## src/rtl/picorv32_mem_arbiter.sv

```systemverilog
// Two-requester arbiter for the picorv32 native memory port: registered request/response, one
// outstanding transaction, round-robin grant (fixed priority with PICORV32_MEM_ARBITER_FIXED_PRIO_EN).
module picorv32_mem_arbiter #(
   parameter int NUM_MASTERS = 2,
   parameter int ADDR_W      = 32
) (
   input  logic                          clk,
   input  logic                          resetn,
   input  logic [NUM_MASTERS-1:0]        m_mem_valid,
   input  logic [NUM_MASTERS-1:0]        m_mem_instr,
   input  logic [NUM_MASTERS*ADDR_W-1:0] m_mem_addr,
   input  logic [NUM_MASTERS*32-1:0]     m_mem_wdata,
   input  logic [NUM_MASTERS*4-1:0]      m_mem_wstrb,
   output logic [NUM_MASTERS-1:0]        m_mem_ready,
   output logic [31:0]                   m_mem_rdata,
   output logic                          s_mem_valid,
   output logic                          s_mem_instr,
   output logic [ADDR_W-1:0]             s_mem_addr,
   output logic [31:0]                   s_mem_wdata,
   output logic [3:0]                    s_mem_wstrb,
   input  logic                          s_mem_ready,
   input  logic [31:0]                   s_mem_rdata
);

   typedef enum logic [1:0] {IDLE, REQ, RESP} state_t;

   state_t              state;
   logic                grant;
   logic                last_grant;
   logic                winner;
   logic                win_instr;
   logic [ADDR_W-1:0]   win_addr;
   logic [31:0]         win_wdata;
   logic [3:0]          win_wstrb;

   always_comb begin
      winner = 1'b0;
      if (m_mem_valid[0] && m_mem_valid[1]) begin
`ifdef PICORV32_MEM_ARBITER_FIXED_PRIO_EN
         winner = 1'b0;
`else
         winner = ~last_grant;
`endif
      end else if (m_mem_valid[1]) begin
         winner = 1'b1;
      end
   end

   always_comb begin
      win_instr = winner ? m_mem_instr[1] : m_mem_instr[0];
      win_addr  = winner ? m_mem_addr[2*ADDR_W-1:ADDR_W] : m_mem_addr[ADDR_W-1:0];
      win_wdata = winner ? m_mem_wdata[63:32] : m_mem_wdata[31:0];
      win_wstrb = winner ? m_mem_wstrb[7:4] : m_mem_wstrb[3:0];
   end

   always_ff @(posedge clk or negedge resetn) begin
      if (!resetn) begin
         state       <= IDLE;
         grant       <= 1'b0;
         last_grant  <= 1'b1;
         m_mem_ready <= '0;
         m_mem_rdata <= '0;
         s_mem_valid <= 1'b0;
         s_mem_instr <= 1'b0;
         s_mem_addr  <= '0;
         s_mem_wdata <= '0;
         s_mem_wstrb <= '0;
      end else begin
         case (state)
            IDLE: begin
               if (|m_mem_valid) begin
                  grant       <= winner;
                  last_grant  <= winner;
                  s_mem_instr <= win_instr;
                  s_mem_addr  <= win_addr;
                  s_mem_wdata <= win_wdata;
                  s_mem_wstrb <= win_wstrb;
                  s_mem_valid <= 1'b1;
                  state       <= REQ;
               end
            end
            // Request is frozen until the slave answers; requester valid is not looked at here.
            REQ: begin
               if (s_mem_ready) begin
                  s_mem_valid <= 1'b0;
                  m_mem_ready <= grant ? 2'b10 : 2'b01;
                  m_mem_rdata <= s_mem_rdata;
                  state       <= RESP;
               end
            end
            RESP: begin
               m_mem_ready <= '0;
               state       <= IDLE;
            end
            default: begin
               s_mem_valid <= 1'b0;
               m_mem_ready <= '0;
               state       <= IDLE;
            end
         endcase
      end
   end

endmodule

```

## config.mk

```make
export PLATFORM = sky130hd
export DESIGN_NAME = picorv32_mem_arbiter
export DESIGN_NICKNAME = d
export VERILOG_FILES = /design/src/rtl/picorv32_mem_arbiter.sv
export SDC_FILE = /design/constraint.sdc
export NUM_CORES = 1
export LEC_CHECK = 0
export ABC_AREA = 1
export BUFFER_PORTS_ARGS = -buffer_cell sky130_fd_sc_hd__buf_2
export CAP_MARGIN = 20
export CORE_MARGIN = 2
export CORE_UTILIZATION = 49
export DETAILED_ROUTE_END_ITERATION = 10
export GPL_TIMING_DRIVEN = 1
export PLACE_DENSITY = 0.86
export SYNTH_ARGS = -nofsm -noshare
export SYNTH_HDL_FRONTEND = slang
export SYNTH_SLANG_ARGS = --single-unit
```

## constraint.sdc

```tcl
create_clock -name clk -period 2.55 [get_ports clk]
set_input_delay 0.255 -clock clk [delete_from_list [all_inputs] [get_ports clk]]
set_output_delay 0.255 -clock clk [all_outputs]
set_load 0.005 [all_outputs]
```

=== After elaboration in Yosys (flattened, before gate mapping) ===
Cells that the tools add are included.
Widths: inputs -> output; s select.

* Equal/unequal tests: 4
* Multiplexer cells: 15
* Bitwise gates (word level): 3
* Reduce and logical (&&, ||, !) cells: 8

{| class="wikitable"
|+ Operator list
! kind !! count
|-
| $mux 32 || 2
|-
| $mux 2 || 4
|-
| $pmux 2 s2 || 2
|-
| $reduce_and 2->1 || 4
|-
| $mux 1 || 5
|-
| $mux 4 || 1
|-
| $ne 2x2->1 const B || 2
|-
| $not 1->1 || 3
|-
| $pmux 1 s3 || 1
|-
| $reduce_and 3->1 || 1
|-
| $eq 2x1->1 const B || 1
|-
| $eq 2x2->1 const B || 1
|-
| $logic_not 2->1 || 1
|-
| $reduce_or 2->1 || 1
|-
| $logic_and 1x1->1 || 1
|}

* Flip-flop bits (word level): 108
* Logic and storage cells: 40

=== Logic depth before layout (Yosys ltp) ===
* Depth in word-level cells: 3
* Mapped depth: 7
* Depth with buffers taken out: 6

=== Worst setup path before layout ===
No wires, ideal clock.

* Path type: reg-to-reg
* From: register last_grant
* To: register grant
* Library setup time: 0.126 ns
* Data arrival time: 1.122 ns
* Data required time: 2.424 ns
* Path slack: 1.302 ns
* Cell stages (with the launch flop): 7
* Buffers on the path: 1
* Period minus slack after synthesis: 1.248 ns
* Cells stage by stage: dfstp_2 > nand2_1 > nand2_1 > buf_2 > inv_1 > nand2_1 > o21ai_0

* Longest elaborated chain between the ends: 2

{| class="wikitable"
|+ RTL lines
! item !! line !! RTL
|-
| start: declaration || 29 || <nowiki>logic last_grant;</nowiki>
|-
| start signal: assignment || 73 || <nowiki>last_grant <= winner;</nowiki>
|-
| $not 1->1 || 42 || <nowiki>winner = ~last_grant;</nowiki>
|-
| $mux 1 || 38 || <nowiki>if (m_mem_valid[0] && m_mem_valid[1]) begin</nowiki>
|-
| end signal: assignment || 72 || <nowiki>grant <= winner;</nowiki>
|-
| end: declaration || 28 || <nowiki>logic grant;</nowiki>
|}

Every way passes these cells.
A chain may end at the register's enable or synchronous reset.

=== Worst setup path in the final report ===
* From: register state[1]
* To: register state[0]

* Longest elaborated chain between the ends: 3
* Elaborated cells on any way between the ends: 6

{| class="wikitable"
|+ RTL lines
! item !! line !! RTL
|-
| start: declaration || 27 || <nowiki>state_t state;</nowiki>
|-
| start signal: assignment || 58 || <nowiki>state <= IDLE;</nowiki>
|-
| start signal: assignment || 79 || <nowiki>state <= REQ;</nowiki>
|-
| start signal: assignment || 88 || <nowiki>state <= RESP;</nowiki>
|-
| $eq 2x1->1 or $logic_not 2->1 (tied branches) || 69 || <nowiki>case (state)</nowiki>
|-
| $ne 2x2->1 (no line) || -- ||
|-
| $reduce_and 2->1 (no line) || -- ||
|}

Several ways; a longest one is shown, not always the timed one.

==> results.json <==
{
  "status": "complete, no violations",
  "synth-seq-area-share": 0.5037,
  "yosys_warnings": 0,
  "power.density_nw_per_um2": 994.1,
  "hold_buffers": 1,
  "core-area_sq_um": 10750,
  "minimum_period_implied_by_the_final_worst_setup_slack_ns": 1.630,
  "cap_violations": 0,
  "post_synth_num_cell_types": 15,
  "synthDominantCellAreaShare": 0.4988,
  "synth.largest_area_cell": "sky130_fd_sc_hd__dfrtp_1",
  "timing.critical_path.required_ns": 2.77,
  "rsz0062_at_grt": "false",
  "fin_worst_skew_ns": 0.01398,
  "hp-start": "s_mem_rdata[28]",
  "setup_fix_buffers_added_after_clock_tree_synthesis": 0,
  "postLayoutSetupSlackWorst_ns": 0.9201,
  "firstDrtPassIters": 5,
  "post_layout_nonfiller_instances": 1160,
  "cts_sinks": 108,
  "wire_per_inst_um": 12.39,
  "syn2layout_area_growth_pct": 31.84,
  "tns_ns": 0,
  "max_slew_violation_count": 0,
  "post_route_cells_drive_above_1_share": 0.3059,
  "synth_enable_flop_cells": 0,
  "antenna_left": 0,
  "initial_core_utilization": 0.4995,
  "multi_input_area_sq_um": 1928,
  "maximum_number_of_pins_on_one_net_before_global_route_repair": 70,
  "ff_latch_area_sq_um": 2704,
  "crit_fanout": 22,
  "max_freq_ghz": 0.6135,
  "min_delay_path_depth": 3,
  "postSynthNetCount": 930,
  "htreeDepth": 3,
  "floorplan.die.height_um": 108.7,
  "globalplace.congestion": 0.8458,
  "antennaDiodeCount": 0,
  "globalRouteOverflowTotal": 0,
  "cts_made_buffers": 9,
  "post_synthesis_instance_total": 755,
  "netlist_area_sq_um": 5368,
  "fp.dieArea_sq_um": 11810,
  "power_uw": 7035,
  "clock_latency_reported_for_the_late_side_of_the_worst_skew_pair_ns": 0.35,
  "async_reset_ff_frac": 1.000,
  "grt_antenna_before_repair": 0,
  "critical_path.startpoint_type": "register",
  "max_slew_margin": 0.5209,
  "worst-r2r-cell-count": 7,
  "fin_crit_sh": 0.6392,
  "leakage_uw": 0.004575,
  "synth_most_common_cell": "sky130_fd_sc_hd__nand2_1",
  "chipWidth_um": 108.7,
  "n_fill_cell": 939,
  "synth.ff_latch_count": 108,
  "grt_first_pass_wirelength_um": 22620,
  "detail_route.wirelength_um": 14370,
  "post_drt_via_cell_ratio": 4.723,
  "cp-end-kind": "register",
  "synth.cells.most_frequent": "314 x sky130_fd_sc_hd__nand2_1, 143 x sky130_fd_sc_hd__inv_1, 138 x sky130_fd_sc_hd__nand3_1",
  "route.detailed.drc": 0,
  "top_level_port_count": 279,
  "hpwlAfterDp_um": 10660,
  "post-route-util": 0.6586,
  "buffer_ports.inserted": 278,
  "synth_top_cells_by_area": "sky130_fd_sc_hd__dfrtp_1 50%, sky130_fd_sc_hd__nand2_1 22%, sky130_fd_sc_hd__nand3_1 13%, sky130_fd_sc_hd__inv_1 10%, sky130_fd_sc_hd__buf_2 2.6%",
  "place_inst": 1143,
  "clock-root-buffer": "sky130_fd_sc_hd__clkbuf_8",
  "worstMarginPinSlew_ns": 0.7187,
  "critical_path_type": "reg2reg",
  "critical_path.reg2reg.startpoint": "state[1]$_DFFE_PN0P_",
  "groute.usage.overall": 0.2410,
  "vias_after_detailed_routing": 5479,
  "placementRows": 38,
  "cts_max_path_buffers": 2,
  "cts.reportedPaths.clkPinSlew_ns": 0.11,
  "pre_cts_ws_ns": 0.8999,
  "synth_top_flop_cell": "sky130_fd_sc_hd__dfrtp_1",
  "nets": 1190,
  "cp_data_arrival_time_ns": 1.85,
  "drtIter0Drc": 376,
  "critical_path.startpoint": "state[1]$_DFFE_PN0P_",
  "holdCritPathClass": "in2reg",
  "tritoncts": "built",
  "postCtsResizedCells": 0,
  "first_global_vias": 4959,
  "max-vdd-ir-drop_v": 0.0004297,
  "final-hold-violation-count": 0,
  "syn_avg_cell_area_sq_um": 7.109,
  "setup_viol": 0
}
[flip-flops by register name, indices dropped and copies added (netlist names)]
signal	count
s_mem_valid	1
s_mem_wstrb	4
m_mem_rdata	32
s_mem_addr	32
state	2
grant	1
s_mem_wdata	32
s_mem_instr	1
m_mem_ready	2
last_grant	1
[area by class of cell]
type / instances / share of cell area
clock inverters: 6 / 0.006719
repair buffers: 291 / 0.2182
flip-flops and latches: 108 / 0.3821
multi-input cells: 461 / 0.2725
inverters: 144 / 0.07638
clock buffers: 10 / 0.01945
well taps: 140 / 0.02475
[power breakdown]
| group | leakage [uW] | switching (uW) | total (uW) | internal (uW) |
|---|---|---|---|---|
| logic | 0.00317 | 1750 | 3040 | 1280 |
| clock network | 0.0000868 | 583 | 974 | 391 |
| registers | 0.00132 | 462 | 3020 | 2560 |
| total | 0.00458 | 2800 | 7030 | 4240 |
[critical path, cell delays in order, from the launching register on]
cell and delay (ns):
sky130_fd_sc_hd__dfrtp_1 0.41, sky130_fd_sc_hd__inv_1 0.06, sky130_fd_sc_hd__nand2_1 0.11, sky130_fd_sc_hd__nor2_4 0.04, sky130_fd_sc_hd__buf_4 0.20, sky130_fd_sc_hd__inv_2 0.25, sky130_fd_sc_hd__buf_4 0.31, sky130_fd_sc_hd__o31ai_1 0.11
[metal layers]
metal,GRT usage,up-vias,wire (um)
li1,-,2762,-
met1,0.3046,2462,6048
met2,0.4259,232,7021
met3,0.03766,23,1054
met4,0.07418,0,249
met5,0,-,0
[worst paths after layout]
kind	to	slack, ns
min reg2reg	s_mem_valid$_DFFE_PN0P_	0.48
max	state[0]$_DFFE_PN0P_	0.92
max in group asynchronous	last_grant$_DFFE_PN1P_	1.48
min in group asynchronous	m_mem_rdata[12]$_DFFE_PN0P_	0.37
min	m_mem_rdata[28]$_DFFE_PN0P_	0.09
max reg2reg	state[0]$_DFFE_PN0P_	0.92
[cell usage in the layout (no fill, tap or decap), types with 2 or more instances in the layout]
cell	count
sky130_fd_sc_hd__nand2_1	312
sky130_fd_sc_hd__buf_12	4
sky130_fd_sc_hd__buf_2	277
sky130_fd_sc_hd__inv_1	143
sky130_fd_sc_hd__nand2_2	2
sky130_fd_sc_hd__dfrtp_1	107
sky130_fd_sc_hd__clkinvlp_4	3
sky130_fd_sc_hd__nand3_1	138
sky130_fd_sc_hd__o21ai_0	4
sky130_fd_sc_hd__buf_4	9
sky130_fd_sc_hd__clkbuf_8	10
[through the flow]
stage | instance area (sq um) | hold slack (ns)
after CTS | 7077 | 0.06719
after floorplan | 5368 | -0.04059
after detailed placement | 6882 | 0.2337
after global placement | 6882 | 0.2311
after global routing | 7077 | 0.06928
final | 7077 | 0.08594
[logic make-up after synthesis]
| family | Yosys count | synth area share |
|---|---|---|
| compound gates | 6 | 0.006060 |
| simple gates | 455 | 0.3522 |
| flops | 108 | 0.5037 |
| buf+inv | 186 | 0.1380 |
No activity file was read; power rests on OpenSTA's default activity.
